[src/rtl/uart_pkg.sv]
//============================================================================
// Module  : uart_pkg
// Purpose : Shared TAP/UART constants, read-frame sizing and arbiter states.
// Rev     : 1.0  initial release
//============================================================================
`default_nettype none

package uart_pkg;

   localparam int IRLENGTH  = 5;
   localparam int DMI_WIDTH = 41;

   localparam logic [IRLENGTH-1:0] ADDR_IDCODE  = 5'h01;
   localparam logic [IRLENGTH-1:0] ADDR_DTMCS   = 5'h10;
   localparam logic [IRLENGTH-1:0] ADDR_DMI     = 5'h11;
   localparam logic [IRLENGTH-1:0] ADDR_STB0_CS = 5'h12;
   localparam logic [IRLENGTH-1:0] ADDR_STB0_D  = 5'h13;
   localparam logic [IRLENGTH-1:0] ADDR_STB1_CS = 5'h14;
   localparam logic [IRLENGTH-1:0] ADDR_STB1_D  = 5'h15;

   localparam logic [31:0] IDCODEVALUE = 32'h1000_0CFD;

   typedef enum logic [1:0] {
      IDLE    = 2'd0,
      REQ     = 2'd1,
      CAPTURE = 2'd2,
      SEND    = 2'd3
   } read_arb_state_t;

   function automatic logic [3:0] read_frame_bytes(input logic [IRLENGTH-1:0] addr);
      logic [3:0] n;
      case (addr)
         ADDR_DMI:                    n = 4'((DMI_WIDTH + 7) / 8);
         ADDR_STB0_CS, ADDR_STB1_CS:  n = 4'd1;
         default:                     n = 4'd4;
      endcase
      return n;
   endfunction

endpackage

`default_nettype wire

[src/rtl/tap_read_arbiter.sv]
//============================================================================
// Module  : tap_read_arbiter
// Purpose : Fetches a word over the TAP read interconnect with bounded
//           retries and streams it little-endian to the UART TX.
//           Optional READ_ARB_HEADER_EN prepends an address header byte.
// Rev     : 1.0  initial release
//============================================================================
`default_nettype none

module tap_read_arbiter
   import uart_pkg::*;
#(
   parameter int READ_WIDTH  = 41,
   parameter int RETRY_LIMIT = 15
) (
   input  logic                  CLK_I,
   input  logic                  RST_NI,
   input  logic                  CMD_VALID_I,
   output logic                  CMD_READY_O,
   input  logic [IRLENGTH-1:0]   CMD_ADDR_I,
   input  logic                  CMD_ANY_I,
   output logic [IRLENGTH-1:0]   READ_ADDRESS_O,
   output logic                  READ_READY_O,
   input  logic                  READ_VALID_I,
   input  logic [READ_WIDTH-1:0] READ_DATA_I,
   input  logic [IRLENGTH-1:0]   VALID_ADDRESS_I,
   output logic [7:0]            TX_DATA_O,
   output logic                  TX_VALID_O,
   input  logic                  TX_READY_I,
   output logic                  BUSY_O,
   output logic                  TIMEOUT_O
);

   localparam int MAX_BYTES = (READ_WIDTH + 7) / 8;
`ifdef READ_ARB_HEADER_EN
   localparam int HDR_BYTES = 1;
`else
   localparam int HDR_BYTES = 0;
`endif
   localparam int HDR_BITS = HDR_BYTES * 8;
   localparam int SR_W     = (MAX_BYTES + HDR_BYTES) * 8;
   localparam int RETRY_W  = (RETRY_LIMIT < 1) ? 1 : $clog2(RETRY_LIMIT + 1);

   read_arb_state_t      state_q;
   logic [IRLENGTH-1:0]  addr_q;
   logic [RETRY_W-1:0]   retry_q;
   logic [3:0]           byte_cnt_q;
   logic [SR_W-1:0]      shift_q;
   logic                 cmd_ready_q;
   logic                 read_ready_q;
   logic                 tx_valid_q;
   logic                 busy_q;
   logic                 timeout_q;

   logic [IRLENGTH-1:0]  addr_d;
   logic [3:0]           nbytes_d;
   logic [SR_W-1:0]      load_d;

   always_comb begin
      addr_d   = CMD_ANY_I ? VALID_ADDRESS_I : CMD_ADDR_I;
      nbytes_d = read_frame_bytes(addr_d);
      if (int'(nbytes_d) > MAX_BYTES) nbytes_d = 4'(MAX_BYTES);
      nbytes_d = nbytes_d + 4'(HDR_BYTES);
   end

   // An invalid capture only loads the shifter on timeout, so it means a zero frame.
   always_comb begin
      load_d = '0;
      if (READ_VALID_I) load_d[HDR_BITS +: READ_WIDTH] = READ_DATA_I;
`ifdef READ_ARB_HEADER_EN
      load_d[7:0] = 8'(addr_q);
      load_d[7]   = load_d[7] | ~READ_VALID_I;
`endif
   end

   always_ff @(posedge CLK_I or negedge RST_NI) begin
      if (!RST_NI) begin
         state_q      <= IDLE;
         addr_q       <= '0;
         retry_q      <= '0;
         byte_cnt_q   <= '0;
         shift_q      <= '0;
         cmd_ready_q  <= 1'b1;
         read_ready_q <= 1'b0;
         tx_valid_q   <= 1'b0;
         busy_q       <= 1'b0;
         timeout_q    <= 1'b0;
      end else begin
         read_ready_q <= 1'b0;
         timeout_q    <= 1'b0;
         case (state_q)
            IDLE: begin
               if (CMD_VALID_I) begin
                  addr_q       <= addr_d;
                  byte_cnt_q   <= nbytes_d;
                  retry_q      <= '0;
                  cmd_ready_q  <= 1'b0;
                  busy_q       <= 1'b1;
                  read_ready_q <= 1'b1;
                  state_q      <= REQ;
               end
            end
            REQ: begin
               state_q <= CAPTURE;
            end
            CAPTURE: begin
               if (READ_VALID_I) begin
                  shift_q    <= load_d;
                  tx_valid_q <= 1'b1;
                  state_q    <= SEND;
               end else if (retry_q < RETRY_W'(RETRY_LIMIT)) begin
                  retry_q      <= retry_q + RETRY_W'(1);
                  read_ready_q <= 1'b1;
                  state_q      <= REQ;
               end else begin
                  shift_q    <= load_d;
                  timeout_q  <= 1'b1;
                  tx_valid_q <= 1'b1;
                  state_q    <= SEND;
               end
            end
            SEND: begin
               if (TX_READY_I) begin
                  shift_q    <= shift_q >> 8;
                  byte_cnt_q <= byte_cnt_q - 4'd1;
                  if (byte_cnt_q == 4'd1) begin
                     tx_valid_q  <= 1'b0;
                     cmd_ready_q <= 1'b1;
                     busy_q      <= 1'b0;
                     state_q     <= IDLE;
                  end
               end
            end
            default: state_q <= IDLE;
         endcase
      end
   end

   assign CMD_READY_O    = cmd_ready_q;
   assign READ_ADDRESS_O = addr_q;
   assign READ_READY_O   = read_ready_q;
   assign TX_DATA_O      = shift_q[7:0];
   assign TX_VALID_O     = tx_valid_q;
   assign BUSY_O         = busy_q;
   assign TIMEOUT_O      = timeout_q;

endmodule

`default_nettype wire
[config.mk]
export PLATFORM = sky130hd
export DESIGN_NAME = tap_read_arbiter
export DESIGN_NICKNAME = d
export VERILOG_FILES = /design/src/rtl/uart_pkg.sv /design/src/rtl/tap_read_arbiter.sv
export SDC_FILE = /design/constraint.sdc
export NUM_CORES = 1
export LEC_CHECK = 0
export CAP_MARGIN = 20
export CORE_MARGIN = 4
export CORE_UTILIZATION = 49
export CTS_CLUSTER_DIAMETER = 80
export DETAILED_ROUTE_END_ITERATION = 12
export MAX_ROUTING_LAYER = met4
export PLACE_DENSITY_LB_ADDON = 0.25
export SETUP_SLACK_MARGIN = 0.15
export SYNTH_ARGS = -nofsm -noshare
export SYNTH_HDL_FRONTEND = slang
export SYNTH_SLANG_ARGS = --single-unit
[constraint.sdc]
create_clock -name CLK_I -period 1.8 [get_ports CLK_I]
set_clock_uncertainty 0.1 [all_clocks]
set_input_delay 0.36 -clock CLK_I [delete_from_list [all_inputs] [get_ports CLK_I]]
set_output_delay 0.36 -clock CLK_I [all_outputs]
set_load 0.01 [all_outputs]
# --- Yosys cells after proc, flatten, opt, wreduce, memory -nomap -nowiden ---
# Cells that the tools add are included.
totals:
  in_bits: 57
  ff_bits: 68
classes:
  reduce_logical: 12
  n_mux: 39
  order_cmp: 2
  n_eq_ne: 13
  n_addsub: 2
ops:
  columns: ["operator", "count"]
  rows:
  - ["$mux 48", 3]
  - ["$pmux 48 s2", 1]
  - ["$mux 41", 1]
  - ["$mux 4", 5]
  - ["$pmux 4 s2", 2]
  - ["$eq 5x5->1 const B", 3]
  - ["$mux 1", 14]
  - ["$reduce_and 4->1", 3]
  - ["$mux 2", 5]
  - ["$ne 2x2->1 const B", 5]
  - ["$reduce_and 3->1", 3]
  - ["$pmux 1 s2", 4]
  - ["$pmux 2 s4", 1]
  - ["$pmux 3 s2", 1]
  - ["$reduce_bool 2->1", 3]
  - ["$mux 5", 1]
  - ["$add 4x1->4 const B", 1]
  - ["$eq 2x2->1 const B", 2]
  - ["$eq 4x1->1 const B", 1]
  - ["$gt 4x3->1 const B", 1]
  - ["$lt 4x4->1 const B", 1]
  - ["$sub 4x1->4 const B", 1]
  - ["$mux 3", 1]
  - ["$ne 3x3->1 const B", 1]
  - ["other kinds (4)", 4]

# --- Longest topological paths before layout ---
depth:
  word_depth: 8
  depth_mapped: 7
  depth_no_buf: 6

# --- Worst setup path before layout ---
# No wires, ideal clock.
synth_path:
  path_type: "register to register"
  startpoint: "reg retry_q[0]"
  endpoint: "reg retry_q[3]"
  setup_slack_ns: 0.203
  setup_time_ns: 0.127
  t_arrival_ns: 1.371
  n_path_buf: 1
  synth_period_minus_slack_ns: 1.597
  required_time_ns: 1.573
  path_stages_with_launch: 7
  path_cell_list: "dfrtp_1 -> ha_1 -> a31o_1 -> or2_1 -> buf_6 -> o211ai_2 -> o31ai_2"
synth_between:
  elab_chain_cells: 4
  elab_cells_between_ends: 7
synth_rtl:
  columns: ["item", "line", "text"]
  rows:
  - ["start, declared", "tap_read_arbiter.sv:46", "logic [RETRY_W-1:0] retry_q;"]
  - ["start signal, assigned", "tap_read_arbiter.sv:112", "retry_q <= retry_q + RETRY_W'(1);"]
  - ["$add 4x1->4", "tap_read_arbiter.sv:112", null]
  - ["$mux 4", "tap_read_arbiter.sv:111", "end else if (retry_q < RETRY_W'(RETRY_LIMIT)) begin"]
  - ["$mux 4", "tap_read_arbiter.sv:107", "if (READ_VALID_I) begin"]
  - ["$pmux 4 s2", "tap_read_arbiter.sv:91", "case (state_q)"]
# Parallel ways exist; a longest one is shown, timed or not. The select of a mux whose other input is x is not followed.
# A chain may end at the register's enable or synchronous reset.

# --- Worst setup path in the final report ---
layout_path:
  startpoint: "reg retry_q[0]"
  endpoint: "reg shift_q[11]"
layout_between:
  elab_chain_cells: 3
layout_rtl:
  columns: ["item", "line", "text"]
  rows:
  - ["$lt 4x4->1", "tap_read_arbiter.sv:111", null]
  - ["$ne 3x3->1 (no source line)", null, null]
  - ["$reduce_and 3->1 (no source line)", null, null]
  - ["end signal, assigned", "tap_read_arbiter.sv:108", "shift_q <= load_d;"]
  - ["end signal, assigned", "tap_read_arbiter.sv:116", "shift_q <= load_d;"]
  - ["end signal, assigned", "tap_read_arbiter.sv:124", "shift_q <= shift_q >> 8;"]
  - ["end, declared", "tap_read_arbiter.sv:48", "logic [SR_W-1:0] shift_q;"]
# Every way passes these cells.

==> out/metrics.json <==
{
  "worst_setup_path": {
    "worst_path_largest_cell_delay_ns": 0.39,
    "timing.critical_path.from_type": "register",
    "worstPathCellList": "ha_2 -> a31o_4 -> o211ai_4 -> buf_6 -> buf_12 -> buf_16 -> nand2_1 -> o21ai_0",
    "setup_crit_path_kind": "reg2reg",
    "timing.critical_path.to_type": "register",
    "path_max_fanout": 5,
    "worst-endpoint-required_ns": 1.95,
    "crit_slowest_cell": "sky130_fd_sc_hd__dfrtp_1",
    "cp.arrival_ns": 1.92,
    "ff2ff_setup_slack_ns": 0.03
  },
  "sta": {
    "layout_min_cycle_time_ns": 1.77,
    "report.final.hold_viol_count": 0,
    "tightestPinTransition_ns": 0.351,
    "setup-violations-final": 0,
    "max_freq_mhz": 564,
    "period_share": 0.984,
    "maxSlewHeadroom": 0.766,
    "drv_slew": 0,
    "final.setup.tns_ns": 0,
    "grt_setup_unrepaired": "true"
  },
  "pwr": {
    "cellPowerDensity_mw_per_mm2": 1620,
    "static-leakage-power_uw": 0.00217,
    "vdd.ir_drop.worst_mv": 0.844,
    "fin_total_pwr_uw": 7290
  },
  "clock_tree": {
    "cts.path.max_buffers": 2,
    "cts-buffers-inserted": 9,
    "number_of_sinks_on_the_clock_net": 61,
    "cts_root_buf": "sky130_fd_sc_hd__clkbuf_8",
    "clk_pin_slew_worst_setup_hold_paths_ns": 0.07,
    "ctsHtreeMaxLevel": 3,
    "cts_tree": "built",
    "worstSkewPairLatency_ns": 0.34
  },
  "logic_synthesis": {
    "netlist_instances": 318,
    "synth-xor-area-share": 0.0115,
    "synth_ff_type": "sky130_fd_sc_hd__dfrtp_1",
    "post-synth-top-count-cell": "sky130_fd_sc_hd__dfrtp_1",
    "netlist_top_cells_area": "sky130_fd_sc_hd__dfrtp_1, sky130_fd_sc_hd__and3_1, sky130_fd_sc_hd__a21oi_1",
    "most_used_standard_cells_in_the_synthesized_netlist": "sky130_fd_sc_hd__dfrtp_1, sky130_fd_sc_hd__nand2_1, sky130_fd_sc_hd__a21oi_1",
    "synth_simple_gate_area_share": 0.182,
    "async_reset_ff_frac": 1.00,
    "synth-compound-area-share": 0.194,
    "syn-cell-area_mm2": 0.00304,
    "post_synthesis_register_bit_count": 61,
    "synth_sequential_area_ratio": 0.502,
    "post_synth.cell_area_avg_um2": 9.57,
    "postSynthNetCount": 378,
    "number_of_flops_mapped_to_enable_cells_by_yosys": 0,
    "yosys_warns": 0,
    "yosysTopAreaCell": "sky130_fd_sc_hd__dfrtp_1",
    "synth.area.mux_share": 0.0132,
    "synth_cell_type_count": 39,
    "synth-adder-area-share": 0.0123,
    "synth_top_area_frac": 0.493,
    "main_combinational_cell_family_by_area_after_synthesis": "compound AO/OA/AOI/OAI gates"
  },
  "drt": {
    "drt-vias-per-instance": 5.64,
    "detail_route.drc_violations": 0,
    "detail_route.wirelength_um": 8500,
    "drtAntennaViolNets": 0,
    "first_iter_violations": 176,
    "drt_first_pass_iters": 4,
    "route.detailed.wl_per_inst_um": 17.3,
    "num_vias": 2768
  },
  "floorplan": {
    "dieHeight_um": 86.8,
    "die_x_um": 86.8,
    "die-area_mm2": 0.00754,
    "core_area_mm2": 0.00599,
    "initial_utilization": 0.508,
    "num_rows": 28,
    "pin_count": 75
  },
  "outcome": {
    "outcome": "finished clean"
  },
  "final_layout": {
    "diodes": 0,
    "synth_to_final_area_change_pct": 47.7,
    "layout.area.seq_mm2": 0.00153,
    "postLayoutCoreUtil": 0.750,
    "finish.net_count": 471,
    "fill_cells": 439,
    "drive_above_1_share": 0.219,
    "stdcell_count": 491,
    "multiInputGateArea_mm2": 0.00138
  },
  "place": {
    "place.port_buffers": 74,
    "dp_cells": 454,
    "place.detailed.hpwl_um": 4720,
    "gp_congestion": 0.845
  },
  "global_route": {
    "gr-total-overflow": 0,
    "antenna_found_initial": 0,
    "grt_pass1_vias": 2612,
    "total_global_route_track_usage": 0.216,
    "grt_first_pass_wirelength_um": 12400,
    "grt_start_max_net_pins": 62
  },
  "worst_hold_path": {
    "worst_hold_path_type": "reg2reg"
  },
  "run": {
    "maxCapViolations": 0
  }
}
-- registers in the layout, summed over array words and instances (netlist names) --
name            count
shift_q            41
byte_cnt_q          4
CMD_READY_O         1
TX_VALID_O          1
READ_ADDRESS_O      5
BUSY_O              1
retry_q             4
state_q             2
READ_READY_O        1
TIMEOUT_O           1
-- path summary, 6_finish.rpt --
check / startpoint / to / depth (start not counted)
worst min-delay path: BUSY_O$_DFFE_PN0P_ / BUSY_O$_DFFE_PN0P_ / 2
worst max register to register: retry_q[0]$_DFFE_PN0P_ / shift_q[11]$_DFFE_PN0P_ / 8
worst max-delay path: retry_q[0]$_DFFE_PN0P_ / shift_q[11]$_DFFE_PN0P_ / 8
worst min register to register: BUSY_O$_DFFE_PN0P_ / BUSY_O$_DFFE_PN0P_ / 2
max in group asynchronous: RST_NI / CMD_READY_O$_DFFE_PN1P_ / 3
min in group asynchronous: RST_NI / shift_q[2]$_DFFE_PN0P_ / 3
-- cell type report --
cell class	instances	share of cell area
flip-flops and latches	61	0.340
multi-input cells	218	0.308
repair buffers	114	0.278
clock buffers	13	0.0376
well taps	75	0.0209
clock inverters	3	0.00947
inverters	7	0.00585
-- per-layer routing --
metal / vias to the layer above / part of all wire / global-route usage
li1: 1299 / - / -
met1: 1357 / 0.41 / 0.275
met2: 96 / 0.51 / 0.336
met3: 16 / 0.057 / 0.0627
met4: 0 / 0.018 / 0.0609
met5: - / 0 / -
-- worst max-delay path, delay by kind of cell, from the launching register on --
kind / cells / cell delay [ns]
AOI/OAI and AO/OA: 3 / 0.55
buffers and inverters: 3 / 0.38
and+or+nand+nor: 1 / 0.05
adders and majority gates: 1 / 0.21
DFF: 1 / 0.39
-- metrics by stage --
| stage | hold slack, ns | worst slack (ns) | instance area (um2) |
|---|---|---|---|
| 4_1_cts | 0.377 | 0.0547 | 4180 |
| 5_1_grt | 0.413 | -0.0443 | 4490 |
| 3_3_place_gp | 0.291 | -0.0598 | 3840 |
| 2_1_floorplan | -0.0356 | 0.203 | 3040 |
| 6_report | 0.375 | 0.0282 | 4490 |
| 3_5_place_dp | 0.292 | -0.117 | 3840 |
-- power by group --
part / leakage (uW) / internal, uW / switching (uW) / total (uW)
clock network: 0.000106 / 751 / 540 / 1290
registers: 0.000792 / 1840 / 392 / 2230
logic: 0.00127 / 1920 / 1850 / 3770
total: 0.00217 / 4510 / 2790 / 7290
-- cells in the final DEF, fill, tap and decap left out, drive strengths merged, types with 2 or more instances in the layout --
cell / netlist / routed
a21oi: 39 / 39
a22o: 9 / 9
a31oi: 3 / 3
and2: 2 / 2
and3: 33 / 33
buf: 25 / 34
clkbuf: 7 / 19
clkdlybuf4s50: 0 / 55
dfrtp: 60 / 60
dlygate4sd2: 0 / 18
ha: 3 / 3
inv: 7 / 7
mux2i: 4 / 4
nand2: 42 / 42
nand2b: 5 / 5
nand3: 7 / 7
nor2: 12 / 12
o211ai: 4 / 4
o21ai: 36 / 36
o22ai: 2 / 2
o31ai: 2 / 2
xnor2: 4 / 4
-- kinds of logic after synthesis --
| family | count (synthesis) |
|---|---|
| AND/OR/NAND/NOR | 107 |
| multiplexers | 4 |
| XOR/XNOR | 4 |
| buffers and inverters | 39 |
| adder cells (fa/ha/maj) | 3 |
| flip-flops | 61 |
| AO/OA/AOI/OAI | 100 |
-- repair_timing --
action                                  4_1_cts  5_1_grt
pin swaps                                     3       15
hold endpoints to repair                     60        0
gates cloned                                  2        9
endpoints found under the setup margin       62       43
setup buffers                                 6        3
gates resized for setup                      30       38
hold buffers                                  1        0
(Power assumes the default switching activity.)
